File: config.mk
export PLATFORM = sky130hd
export DESIGN_NAME = lsu_ctrl
export DESIGN_NICKNAME = d
export VERILOG_FILES = /design/src/rtl/lsu_ctrl_pkg.sv /design/src/rtl/lsu_ctrl_outs_fifo.sv /design/src/rtl/lsu_ctrl.sv
export SDC_FILE = /design/constraint.sdc
export NUM_CORES = 1
export LEC_CHECK = 0
export CAP_MARGIN = 20
export CORE_ASPECT_RATIO = 0.7
export CORE_MARGIN = 2
export CORE_UTILIZATION = 27
export DETAILED_ROUTE_END_ITERATION = 7
export PLACE_DENSITY = 0.78
export SLEW_MARGIN = 20
export SYNTH_ARGS = -nofsm -noshare
export SYNTH_HDL_FRONTEND = slang
export SYNTH_SLANG_ARGS = --single-unit
File: constraint.sdc
create_clock -name clk -period 1.9 [get_ports clk]
set_input_delay 0.19 -clock clk [delete_from_list [all_inputs] [get_ports clk]]
set_output_delay 0.19 -clock clk [all_outputs]
set_load 0.01 [all_outputs]
File: src/rtl/lsu_ctrl_pkg.sv
// Shared encodings and outstanding-FIFO entry layout for the load/store unit.
package lsu_ctrl_pkg;

  localparam logic [1:0] SIZE_B = 2'd0;
  localparam logic [1:0] SIZE_H = 2'd1;
  localparam logic [1:0] SIZE_W = 2'd2;

  localparam int OUTS_DEPTH_DEF = 2;

  // Entry fields, MSB first: {read, itag, size, usign, addr[1:0], err}
  localparam int ENT_READ_W  = 1;
  localparam int ENT_SIZE_W  = 2;
  localparam int ENT_USIGN_W = 1;
  localparam int ENT_OFS_W   = 2;
  localparam int ENT_ERR_W   = 1;

  function automatic int ent_width(input int itag_w);
    return ENT_READ_W + itag_w + ENT_SIZE_W + ENT_USIGN_W + ENT_OFS_W + ENT_ERR_W;
  endfunction

endpackage

File: src/rtl/lsu_ctrl_outs_fifo.sv
// Generic synchronous FIFO with count-based full/empty; head is read combinationally.
module lsu_outs_fifo #(
  parameter int DATA_W = 8,
  parameter int DEPTH  = 2
) (
  input  logic              clk,
  input  logic              rst,
  input  logic              push,
  input  logic [DATA_W-1:0] wdata,
  input  logic              pop,
  output logic [DATA_W-1:0] rdata,
  output logic              full,
  output logic              empty
);

  localparam int PTR_W = (DEPTH > 1) ? $clog2(DEPTH) : 1;
  localparam int CNT_W = $clog2(DEPTH + 1);

  logic [DATA_W-1:0] r_mem [DEPTH];
  logic [PTR_W-1:0]  r_wptr;
  logic [PTR_W-1:0]  r_rptr;
  logic [CNT_W-1:0]  r_cnt;
  logic              w_do_push;
  logic              w_do_pop;

  assign full      = (r_cnt == CNT_W'(DEPTH));
  assign empty     = (r_cnt == '0);
  assign w_do_push = push & ~full;
  assign w_do_pop  = pop & ~empty;
  assign rdata     = r_mem[r_rptr];

  always_ff @(posedge clk or posedge rst) begin
    if (rst) begin
      r_wptr <= '0;
      r_rptr <= '0;
      r_cnt  <= '0;
    end else begin
      if (w_do_push)
        r_wptr <= (r_wptr == PTR_W'(DEPTH - 1)) ? '0 : r_wptr + 1'b1;
      if (w_do_pop)
        r_rptr <= (r_rptr == PTR_W'(DEPTH - 1)) ? '0 : r_rptr + 1'b1;
      case ({w_do_push, w_do_pop})
        2'b10:   r_cnt <= r_cnt + 1'b1;
        2'b01:   r_cnt <= r_cnt - 1'b1;
        default: r_cnt <= r_cnt;
      endcase
    end
  end

  // Storage carries no reset; validity is tracked entirely by the pointers.
  always_ff @(posedge clk) begin
    if (w_do_push)
      r_mem[r_wptr] <= wdata;
  end

endmodule

File: src/rtl/lsu_ctrl.sv
// Load/store unit: AGU commands to DTCM, in-order response steering and load extension.
// Optional misaligned-access trapping is enabled by defining LSU_MISALIGN_CHK_EN.
module lsu_ctrl
  import lsu_ctrl_pkg::*;
#(
  parameter int XLEN       = 32,
  parameter int ADDR_W     = 16,
  parameter int ITAG_W     = 1,
  parameter int OUTS_DEPTH = OUTS_DEPTH_DEF
) (
  input  logic                clk,
  input  logic                rst,
  input  logic                agu_cmd_valid,
  output logic                agu_cmd_ready,
  input  logic [ADDR_W-1:0]   agu_cmd_addr,
  input  logic                agu_cmd_read,
  input  logic [ITAG_W-1:0]   agu_cmd_itag,
  input  logic [1:0]          agu_cmd_size,
  input  logic                agu_cmd_usign,
  input  logic [XLEN-1:0]     agu_cmd_wdata,
  input  logic [XLEN/8-1:0]   agu_cmd_wmask,
  output logic                agu_rsp_valid,
  input  logic                agu_rsp_ready,
  output logic                agu_rsp_err,
  output logic                lsu_wbck_o_valid,
  input  logic                lsu_wbck_o_ready,
  output logic [XLEN-1:0]     lsu_wbck_o_data,
  output logic [ITAG_W-1:0]   lsu_wbck_o_itag,
  output logic                lsu_wbck_o_err,
  output logic                dtcm_cmd_valid,
  input  logic                dtcm_cmd_ready,
  output logic [ADDR_W-1:0]   dtcm_cmd_addr,
  output logic                dtcm_cmd_read,
  output logic [XLEN-1:0]     dtcm_cmd_wdata,
  output logic [XLEN/8-1:0]   dtcm_cmd_wmask,
  input  logic                dtcm_rsp_valid,
  output logic                dtcm_rsp_ready,
  input  logic [XLEN-1:0]     dtcm_rsp_rdata,
  output logic                lsu_idle
);

  localparam int ENT_W = ent_width(ITAG_W);

  logic              w_full, w_empty, w_push, w_pop, w_misalign, w_local;
  logic [ENT_W-1:0]  w_push_ent, w_head;
  logic              w_h_read, w_h_usign, w_h_err;
  logic [ITAG_W-1:0] w_h_itag;
  logic [1:0]        w_h_size, w_h_ofs;
  logic [XLEN-1:0]   w_shifted, w_ext;

`ifdef LSU_MISALIGN_CHK_EN
  always_comb begin
    case (agu_cmd_size)
      SIZE_B:  w_misalign = 1'b0;
      SIZE_H:  w_misalign = agu_cmd_addr[0];
      default: w_misalign = |agu_cmd_addr[1:0];
    endcase
  end
  // Trapped entries complete from the FIFO alone, never waiting on the DTCM.
  assign w_local        = ~w_empty & w_h_err;
  assign agu_rsp_err    = w_local;
  assign lsu_wbck_o_err = w_local;
`else
  assign w_misalign     = 1'b0;
  assign w_local        = 1'b0;
  assign agu_rsp_err    = 1'b0;
  assign lsu_wbck_o_err = 1'b0;
  logic w_unused_err;
  assign w_unused_err   = w_h_err;
`endif

  // A misaligned command needs no DTCM slot, so only FIFO space gates it.
  assign agu_cmd_ready  = ~w_full & (w_misalign | dtcm_cmd_ready);
  assign dtcm_cmd_valid = agu_cmd_valid & ~w_full & ~w_misalign;
  assign dtcm_cmd_addr  = {agu_cmd_addr[ADDR_W-1:2], 2'b00};
  assign dtcm_cmd_read  = agu_cmd_read;
  assign dtcm_cmd_wdata = agu_cmd_wdata;
  assign dtcm_cmd_wmask = agu_cmd_wmask;
  assign w_push         = agu_cmd_valid & agu_cmd_ready;
  assign w_push_ent     = {agu_cmd_read, agu_cmd_itag, agu_cmd_size, agu_cmd_usign,
                           agu_cmd_addr[1:0], w_misalign};

  lsu_outs_fifo #(.DATA_W(ENT_W), .DEPTH(OUTS_DEPTH)) u_outs_fifo (
    .clk   (clk),
    .rst   (rst),
    .push  (w_push),
    .wdata (w_push_ent),
    .pop   (w_pop),
    .rdata (w_head),
    .full  (w_full),
    .empty (w_empty)
  );

  assign {w_h_read, w_h_itag, w_h_size, w_h_usign, w_h_ofs, w_h_err} = w_head;

  assign lsu_wbck_o_valid = ~w_empty & w_h_read & (w_local | dtcm_rsp_valid);
  assign agu_rsp_valid    = ~w_empty & ~w_h_read & (w_local | dtcm_rsp_valid);
  assign dtcm_rsp_ready   = ~w_empty & ~w_local & (w_h_read ? lsu_wbck_o_ready : agu_rsp_ready);
  assign w_pop            = w_local ? ((lsu_wbck_o_valid & lsu_wbck_o_ready) |
                                       (agu_rsp_valid & agu_rsp_ready))
                                    : (dtcm_rsp_valid & dtcm_rsp_ready);

  assign w_shifted = dtcm_rsp_rdata >> {w_h_ofs, 3'b000};

  always_comb begin
    case (w_h_size)
      SIZE_B:  w_ext = {{(XLEN-8){~w_h_usign & w_shifted[7]}}, w_shifted[7:0]};
      SIZE_H:  w_ext = {{(XLEN-16){~w_h_usign & w_shifted[15]}}, w_shifted[15:0]};
      default: w_ext = w_shifted;
    endcase
  end

  assign lsu_wbck_o_data = w_local ? '0 : w_ext;
  assign lsu_wbck_o_itag = w_h_itag;
  assign lsu_idle        = w_empty;

`ifndef SYNTHESIS
  always @(posedge clk) begin
    if (!rst) assert (!(dtcm_rsp_valid && w_empty));
  end
`endif

endmodule

==> results.yml, run 1 <==
timing:
  fin_skew_ns: 0.000745
  timing.hold.ws_ns: 0.125
  setup_viol: 34
  post-route-period-util_pct: 125
  period_needed_ns: 2.37
  hold_viol: 0
  layout_setup_ws_ns: -0.468
  slew_viol_final: 0
  fmax_mhz: 422
  rsz0062_at_grt: "yes"
floorplan:
  ios: 190
  core_mm2: 0.00679
  rows: 25
  dieArea_mm2: 0.00773
  die_y_um: 74.2
  die_w_um: 104
  start_util_pct: 28.0
drt:
  drtIter0Drc: 129
  first_pass_iters: 4
  drc: 0
  vias: 1996
  ant_nets: 0
  wirelength_um: 6970
  viasPerCell: 4.95
  wl_per_cell_um: 17.3
synthesis:
  synthSimpleGateAreaFrac_pct: 16.6
  ys_types: 34
  yosys.area_share.xor_xnor_pct: 2.31
  ys_ff_latch: 18
  ys_seq_area_share_pct: 27.4
  synthCells: 226
  synth.avg_cell_area_um2: 8.40
  synth_fa_ha_area_share_pct: 0.659
  synth_compound_area_share_pct: 17.3
  synth.mux.area_fraction_pct: 10.2
  netlist_area_mm2: 0.00190
  synth_top_family_by_area: "buffers and inverters"
  synth_warnings: 0
layout:
  fin_util_pct: 46.4
  area_growth_pct: 65.9
  fin_area_mm2: 0.00315
  layout.nets: 407
  antenna_cells: 0
  layout-drive-gt1-share_pct: 48.2
  fill_cells: 653
clock_tree:
  cts_sinks: 18
  cts_max_level: 1
  cts_made_buffers: 3
  clk_pin_slew_worst_paths_ns: 0.06
  root_buffer: "clkbuf_8"
  cts_hold_buf: 0
  clk_latency_ns: 0.25
  cts_buffer_depth: 2
  cts_tree: "done"
critical_path:
  criticalPathCategory: "reg2out"
  crit_fanout: 8
  startpoint_type: "register"
  arrival_ns: 2.18
  worstReg2RegStart: "u_outs_fifo.r_rptr"
  crit-reg2reg-capture: "u_outs_fifo.r_cnt[1]"
  reg2regPathDepth: 8
  crit_path_end_kind: "primary output"
  rrSetupSlack_ns: -0.10
  worstPathRequired_ns: 1.71
power_and_ir_drop:
  clkPwrFrac_pct: 6.8
  switching_share_pct: 41.5
  p_switching_mw: 1.62
  p_int_mw: 2.29
  ir_worst_vdd_mv: 0.544
  p_leak_nw: 1.34
  power_frac_comb_pct: 77.8
  power_mw: 3.91
  power_per_cell_area_mw_per_mm2: 1240
  pwr-share-seq_pct: 15.4
job:
  drv_cap: 0
global_route:
  grt_usage_pct: 15.0
  first_global_vias: 1831
  grt-ovfl-total: 0
  antenna_found_initial: 0
  grt_pass1_wl_um: 9250
  grt_max_degree: 17
placement:
  dpl.hpwl_um: 4540
  io_buffers: 85
  place.gp.congestion: 0.877
  dpl_cell_area_mm2: 0.00263
run_status:
  status: "finished with violations"
  violations: "negative setup slack"
min_path:
  hp-class: "in2async"
routing by layer:
layer,track usage (%),vias up,wire [um]
met5,0,-,0
met1,18.8,956,2710
met3,4.38,20,665
met4,6.46,0,142
li1,-,904,-
met2,24.5,116,3450
synth_stat cells:
cell type | count | area (um^2)
nand2_1 | 17 | 63.8
nor4b_1 | 1 | 8.76
mux2i_1 | 11 | 110
o32a_1 | 2 | 20.0
o21ai_0 | 9 | 45.0
and2_1 | 2 | 12.5
nand3_1 | 1 | 5.00
dfrtp_1 | 4 | 100
buf_6 | 3 | 33.8
buf_2 | 1 | 5.00
a2bb2oi_1 | 1 | 8.76
a211o_1 | 8 | 70.1
xor2_1 | 2 | 17.5
and3_1 | 2 | 12.5
xnor2_1 | 3 | 26.3
ha_1 | 1 | 12.5
and2_0 | 1 | 6.26
edfxtp_1 | 14 | 420
clkbuf_1 | 7 | 26.3
inv_1 | 1 | 3.75
conb_1 | 1 | 3.75
nor2_1 | 25 | 93.8
mux2i_4 | 2 | 45.0
o22ai_2 | 1 | 12.5
buf_4 | 55 | 413
mux2_4 | 1 | 15.0
or3_1 | 8 | 50.1
mux2_2 | 2 | 22.5
a31oi_1 | 1 | 6.26
nand2b_1 | 2 | 12.5
o31ai_1 | 1 | 7.51
a211oi_1 | 7 | 52.6
nor2b_1 | 8 | 50.1
a21oi_1 | 21 | 105
power by group through the flow:
stage          sequential [mW]  combinational, mW  clock, mW
6_report                 0.604               3.04      0.265
3_5_place_dp             0.607               2.40          0
4_1_cts                  0.603               2.66      0.270
2_1_floorplan            0.572               1.33          0
5_1_grt                  0.617               3.22      0.288
3_3_place_gp             0.604               2.35          0
metrics by stage:
step / TNS, ns / cells / setup slack (ns)
2_1_floorplan: -1.85 / 229 / -0.151
3_3_place_gp: -14.86 / 367 / -0.525
3_5_place_dp: -16.69 / 367 / -0.614
4_1_cts: -9.82 / 389 / -0.463
5_1_grt: -13.32 / 403 / -0.542
6_report: -10.56 / 403 / -0.468
worst max-delay path, cell delays in order, from the launching register on:
cell	delay [ns]
dfrtp_2	0.45
buf_4	0.19
buf_4	0.18
o31ai_4	0.37
and3_4	0.31
buf_4	0.12
a211o_1	0.08
clkdlybuf4s15_2	0.23
logic make-up (layout without fill, tap and decap cells):
logic type,count (synthesis),count (layout)
XOR/XNOR,5,5
flip-flops,18,18
adder cells (fa/ha/maj),1,1
AND/OR/NAND/NOR,67,68
multiplexers,16,16
other,1,4
buffers and inverters,67,146
AO/OA/AOI/OAI,51,51
sequential cells by signal, summed over array words and instances, names as in the netlist:
| signal | cells |
|---|---|
| u_outs_fifo.r_mem | 14 |
| u_outs_fifo.r_wptr | 1 |
| u_outs_fifo.r_rptr | 1 |
| u_outs_fifo.r_cnt | 2 |
final cells by class:
cell class	instances	area, um^2	area share [%]
well taps	94	118	3.73
multi-input cells	145	1190	37.9
inverters	1	3.75	0.119
repair buffers	141	1270	40.3
flip-flops and latches	18	522	16.6
clock buffers	4	45.0	1.43
worst max-delay path by stage:
stage / startpoint / endpoint / depth (start not counted)
3_5_place_dp: u_outs_fifo.r_rptr / lsu_wbck_o_data[9] / 7
5_1_grt: u_outs_fifo.r_rptr / lsu_wbck_o_data[31] / 7
4_1_cts: u_outs_fifo.r_rptr / lsu_wbck_o_data[22] / 7
2_1_floorplan: u_outs_fifo.r_rptr / lsu_wbck_o_data[20] / 8
6_report: u_outs_fifo.r_rptr / lsu_wbck_o_data[31] / 7
3_3_place_gp: u_outs_fifo.r_rptr / lsu_wbck_o_data[31] / 6
cells in the final DEF (no fill, tap or decap), types with 6 or more instances in the layout:
cell             synthesis  routed
clkdlybuf4s50_1          0      51
nand2_1                 17      16
a21oi_2                  0      11
buf_6                    3      18
a211o_1                  8       8
mux2i_4                  2       8
o21ai_2                  0       6
a21oi_1                 21      10
buf_2                    1      23
nor2_1                  25      20
edfxtp_1                14      14
buf_4                   55      35
timing repair:
action                                  in CTS  in global routing
gates cloned                                 2                  1
hold endpoints to repair                     0                  0
endpoints found under the setup margin      38                 38
resized for setup                          178                 48
setup buffers                               16                 13
pin swaps                                   15                 12
(Power assumes the default switching activity.)
==> run 2, diff against run 1 <==
--- a/config.mk
+++ b/config.mk
@@ -6,7 +6,7 @@
 export NUM_CORES = 1
 export LEC_CHECK = 0
 export CAP_MARGIN = 20
-export CORE_ASPECT_RATIO = 0.7
+export CORE_ASPECT_RATIO = 1.2
 export CORE_MARGIN = 2
 export CORE_UTILIZATION = 27
 export DETAILED_ROUTE_END_ITERATION = 7
==> results.yml, run 2 (same netlist as run 1, synthesis figures left out) <==
run_status:
  status: "finished with violations"
  violations: "negative setup slack"
layout:
  layout-drive-gt1-share_pct: 45.9
  top_regs: "u_outs_fifo.r_mem: 14 flops, u_outs_fifo.r_cnt: 2 flops"
  fin_area_mm2: 0.00326
  antenna_cells: 0
  area_growth_pct: 72.0
  layout_common_cells: "clkdlybuf4s50_1 (49), buf_6 (31), buf_4 (31), buf_2 (25), a21oi_1 (20)"
  layout_commonest_cell: "clkdlybuf4s50_1"
  layout.nets: 414
  top_register: "u_outs_fifo.r_mem"
  instances_no_fill: 403
  largest_reg_flops: 14
critical_path:
  rrSetupSlack_ns: -0.30
  arrival_ns: 2.23
  crit_end: "lsu_wbck_o_data[19]"
  reg2regPathDepth: 12
  crit-reg2reg-capture: "u_outs_fifo.r_cnt[1]"
  startpoint: "u_outs_fifo.r_rptr"
  criticalPathCategory: "reg2out"
  startpoint_type: "register"
  worstReg2RegStart: "u_outs_fifo.r_rptr"
  worstPathRequired_ns: 1.71
  crit_path_end_kind: "primary output"
  crit_fanout: 8
timing:
  worstMarginPinSlew_ns: 0.571
  fin_tns_setup_ns: -12.42
  timing.hold.ws_ns: 0.113
  maxSlewHeadroom_pct: 61.5
  fin_skew_ns: 0.000867
  layout_setup_ws_ns: -0.516
  setup_viol: 37
  slew_viol_final: 0
  period_needed_ns: 2.42
  rsz0062_at_grt: "yes"
  hold_viol: 0
  post-route-period-util_pct: 127
  fmax_mhz: 414
placement:
  dpl_cell_area_mm2: 0.00264
  dp.cells: 365
  place.gp.congestion: 0.778
  dpl.hpwl_um: 4860
  io_buffers: 85
clock_tree:
  cts_max_level: 1
  cts_made_buffers: 3
  clk_latency_ns: 0.25
  root_buffer: "clkbuf_8"
  cts_hold_buf: 0
  clk_pin_slew_worst_paths_ns: 0.06
  cts_tree: "done"
  cts_buffer_depth: 2
  cts_sinks: 18
floorplan:
  core_mm2: 0.00681
  ios: 190
  rows: 33
  dieArea_mm2: 0.00772
  start_util_pct: 27.9
  die_y_um: 95.8
  die_w_um: 80.5
power_and_ir_drop:
  ir_worst_vdd_mv: 0.621
  pwr-share-seq_pct: 15.3
  power_per_cell_area_mw_per_mm2: 1220
  p_switching_mw: 1.59
  power_frac_comb_pct: 78.1
  clkPwrFrac_pct: 6.6
  switching_share_pct: 40.0
  p_int_mw: 2.39
  p_leak_nw: 1.41
  power_mw: 3.98
drt:
  vias: 1986
  viasPerCell: 4.93
  first_pass_iters: 4
  wirelength_um: 6760
  wl_per_cell_um: 16.8
  drc: 0
  drtIter0Drc: 105
  ant_nets: 0
global_route:
  antenna_found_initial: 0
  grt_pass1_wl_um: 9360
  first_global_vias: 1945
  grt_usage_pct: 15.9
  grt_max_degree: 23
  grt-ovfl-total: 0
job:
  drv_cap: 0
min_path:
  hp-class: "in2async"
## run 2: cell count changes in the layout (fill, tap and decap cells not counted), moves of 3 or more
cell	before	now
buf_4	35	31
nor2_4	1	4
a21oi_1	10	20
o21ai_1	2	8
nor2b_4	0	3
dlygate4sd2_1	1	5
o21ai_2	6	0
clkbuf_2	5	2
buf_6	18	31
a21oi_2	11	1
## run 2: final cells by class
type | instances | area (um^2)
Clock inverter | 1 | 3.75
Timing Repair Buffer | 148 | 1350
Sequential cell | 18 | 522
Multi-Input combinational cell | 145 | 1230
Inverter | 1 | 3.75
Fill cell | 629 | 3550
Tap cell | 87 | 109
Clock buffer | 3 | 41.3
## run 2: worst min path at each step
stage | startpoint | to | slack [ns] | cells after the start
2_1_floorplan | rst | u_outs_fifo.r_cnt[0] | -0.04 | 1
3_3_place_gp | agu_cmd_addr[15] | dtcm_cmd_addr[15] | 0.38 | 0
3_5_place_dp | rst | u_outs_fifo.r_cnt[1] | 0.38 | 2
4_1_cts | rst | u_outs_fifo.r_cnt[1] | 0.11 | 2
5_1_grt | rst | u_outs_fifo.r_cnt[1] | 0.13 | 2
6_report | rst | u_outs_fifo.r_cnt[1] | 0.11 | 2
## run 2: metrics by stage
step                      worst slack, ns  util (%)
after floorplan                    -0.151         -
after global placement             -0.549      38.8
after detailed placement           -0.609      38.8
after CTS                          -0.457      43.6
after global routing               -0.587      47.9
final                              -0.516      47.9
## run 2: worst max-delay path, stage by stage (launching register included)
cell     delay (ns)
dfrtp_2        0.45
mux2_4         0.35
mux2i_4        0.21
o22ai_4        0.11
buf_6          0.13
and3_4         0.19
or3_1          0.40
buf_2          0.16
## run 2: what timing repair did
action	CTS	global route
pin swaps	21	13
buffers inserted	21	13
resized for setup	170	66
setup endpoints to repair	39	37
cloned	3	0
## run 2: power by group through the flow
stage / combinational [mW] / clock [mW] / sequential [mW]
floorplan: 1.33 / 0 / 0.572
global placement: 2.35 / 0 / 0.600
detailed placement: 2.39 / 0 / 0.607
CTS: 2.69 / 0.271 / 0.600
global route: 3.29 / 0.287 / 0.618
finish: 3.11 / 0.263 / 0.610
## run 2: layer usage
layer  share of wire [%]  GRT usage (%)  vias to the layer above
li1                    -              -                      911
met1                  33           15.2                      926
met2                  53           29.8                      106
met3                 8.0           4.13                       43
met4                 5.5           10.0                        0
met5                   0              0                        -
==> run 3, diff against run 2 <==
--- a/config.mk
+++ b/config.mk
@@ -6,7 +6,6 @@
 export NUM_CORES = 1
 export LEC_CHECK = 0
 export CAP_MARGIN = 20
-export CORE_ASPECT_RATIO = 1.2
 export CORE_MARGIN = 2
 export CORE_UTILIZATION = 27
 export DETAILED_ROUTE_END_ITERATION = 7
==> constraint.sdc (replaced) <==
create_clock -name clk -period 1.95 [get_ports clk]
set_input_delay 0.195 -clock clk [delete_from_list [all_inputs] [get_ports clk]]
set_output_delay 0.195 -clock clk [all_outputs]
set_load 0.01 [all_outputs]
==> results.yml, run 3 (same netlist as run 1, synthesis figures left out) <==
critical_path:
  worstReg2RegStart: "u_outs_fifo.r_rptr"
  startpoint: "u_outs_fifo.r_rptr"
  arrival_ns: 2.15
  crit_end: "lsu_wbck_o_data[28]"
  startpoint_type: "register"
  criticalPathCategory: "reg2out"
  crit_fanout: 4
  reg2regPathDepth: 9
  rrSetupSlack_ns: 0.01
  worstPathRequired_ns: 1.75
  crit-reg2reg-capture: "u_outs_fifo.r_cnt[1]"
  crit_path_end_kind: "primary output"
floorplan:
  dieArea_mm2: 0.00772
  die_w_um: 87.8
  rows: 30
  ios: 190
  start_util_pct: 27.9
  core_mm2: 0.00679
  die_y_um: 87.8
clock_tree:
  cts_made_buffers: 3
  cts_buffer_depth: 2
  cts_sinks: 18
  cts_max_level: 1
  root_buffer: "clkbuf_8"
  clk_latency_ns: 0.24
  clk_pin_slew_worst_paths_ns: 0.06
  cts_tree: "done"
drt:
  ant_nets: 0
  wl_per_cell_um: 16.9
  drc: 0
  viasPerCell: 4.75
  first_pass_iters: 4
  vias: 1943
  drtIter0Drc: 52
  wirelength_um: 6920
timing:
  post-route-period-util_pct: 120
  rsz0062_at_grt: "yes"
  fin_skew_ns: 0.00212
  fmax_mhz: 426
  fin_tns_setup_ns: -9.31
  hold_viol: 0
  layout_setup_ws_ns: -0.398
  period_needed_ns: 2.35
  setup_viol: 32
  slew_viol_final: 0
layout:
  layout.nets: 411
  layout_common_cells: "clkdlybuf4s50_1 (49), buf_4 (32), buf_2 (29), buf_6 (25), nor2_1 (18)"
  instances_no_fill: 409
  top_regs: "u_outs_fifo.r_mem: 14 flops, u_outs_fifo.r_cnt: 2 flops"
  top_register: "u_outs_fifo.r_mem"
  antenna_cells: 0
  layout_commonest_cell: "clkdlybuf4s50_1"
  layout-drive-gt1-share_pct: 50.8
  largest_reg_flops: 14
  fill_cells: 634
  area_growth_pct: 72.1
power_and_ir_drop:
  ir_worst_vdd_mv: 0.605
  p_leak_nw: 1.40
  power_per_cell_area_mw_per_mm2: 1190
global_route:
  grt_max_degree: 23
  grt_usage_pct: 17.1
  grt-ovfl-total: 0
  antenna_found_initial: 0
  first_global_vias: 2005
  grt_pass1_wl_um: 10100
job:
  drv_cap: 0
placement:
  dpl.hpwl_um: 4990
  dp.cells: 379
  io_buffers: 85
  place.gp.congestion: 0.815
  dp_slack_ns: -0.566
run_status:
  violations: "negative setup slack"
  status: "finished with violations"
min_path:
  hp-class: "in2async"
run 3: cell types whose count changed in the layout (fill, tap and decap cells not counted), sizes merged:
cell | previous run | this run
buf | 92 | 91
dlygate4sd2 | 5 | 2
clkbuf | 5 | 6
clkdlybuf4s15 | 0 | 1
clkinv | 1 | 0
run 3: power by group:
part	total [mW]	switching, mW	internal, mW	leakage, nW
sequential	0.586	0.0815	0.505	0.174
combinational	3.02	1.39	1.63	1.19
clock	0.288	0.109	0.179	0.0288
total	3.89	1.58	2.32	1.40
run 3: worst min-delay path by stage:
| stage | start | end | slack (ns) | depth (start not counted) |
|---|---|---|---|---|
| after global placement | rst | u_outs_fifo.r_cnt[0] | 0.39 | 2 |
| after CTS | rst | u_outs_fifo.r_cnt[1] | 0.14 | 2 |
| after floorplan | rst | u_outs_fifo.r_cnt[0] | -0.04 | 1 |
| after global routing | rst | u_outs_fifo.r_cnt[1] | 0.15 | 2 |
| final | rst | u_outs_fifo.r_cnt[1] | 0.13 | 2 |
| after detailed placement | agu_cmd_wdata[15] | dtcm_cmd_wdata[15] | 0.39 | 0 |
run 3: critical path, cell delays in order, from the launching register on:
cell     delay, ns
dfrtp_2       0.44
mux2_4        0.34
mux2i_4       0.20
o22ai_4       0.11
and3_4        0.20
buf_6         0.12
buf_4         0.12
a211o_1       0.22
buf_2         0.14
run 3: per-stage QoR:
stage | instance area, um^2 | power, mW | utilization [%] | hold WS (ns)
after floorplan | 1940 | 1.86 | - | -0.0389
after global placement | 2710 | 2.92 | 39.8 | 0.390
after detailed placement | 2710 | 2.97 | 39.8 | 0.390
after CTS | 3060 | 3.56 | 45.1 | 0.138
after global routing | 3270 | 4.14 | 48.1 | 0.147
final | 3270 | 3.89 | 48.1 | 0.135
run 3: layout make-up:
class	instances	area [um^2]	share of cell area, %
inverters	1	3.75	0.115
clock buffers	4	55.1	1.69
repair buffers	145	1290	39.5
flip-flops and latches	18	522	16.0
well taps	96	120	3.68
multi-input cells	145	1270	39.0
run 3: repair_timing:
item | 4_1_cts | 5_1_grt
gates cloned | 2 | 0
gates resized for setup | 206 | 45
hold buffers | 0 | 0
pin swaps | 17 | 13
endpoints found under the setup margin | 36 | 36
setup buffers | 21 | 6
run 3: metal layers:
layer  share of wire, %  up-vias  GRT usage [%]
li1                   -      900              -
met4                3.9        0           7.69
met1                 30      923           15.3
met2                 60       90           35.3
met3                5.8       30           3.96
met5                  0        -              0
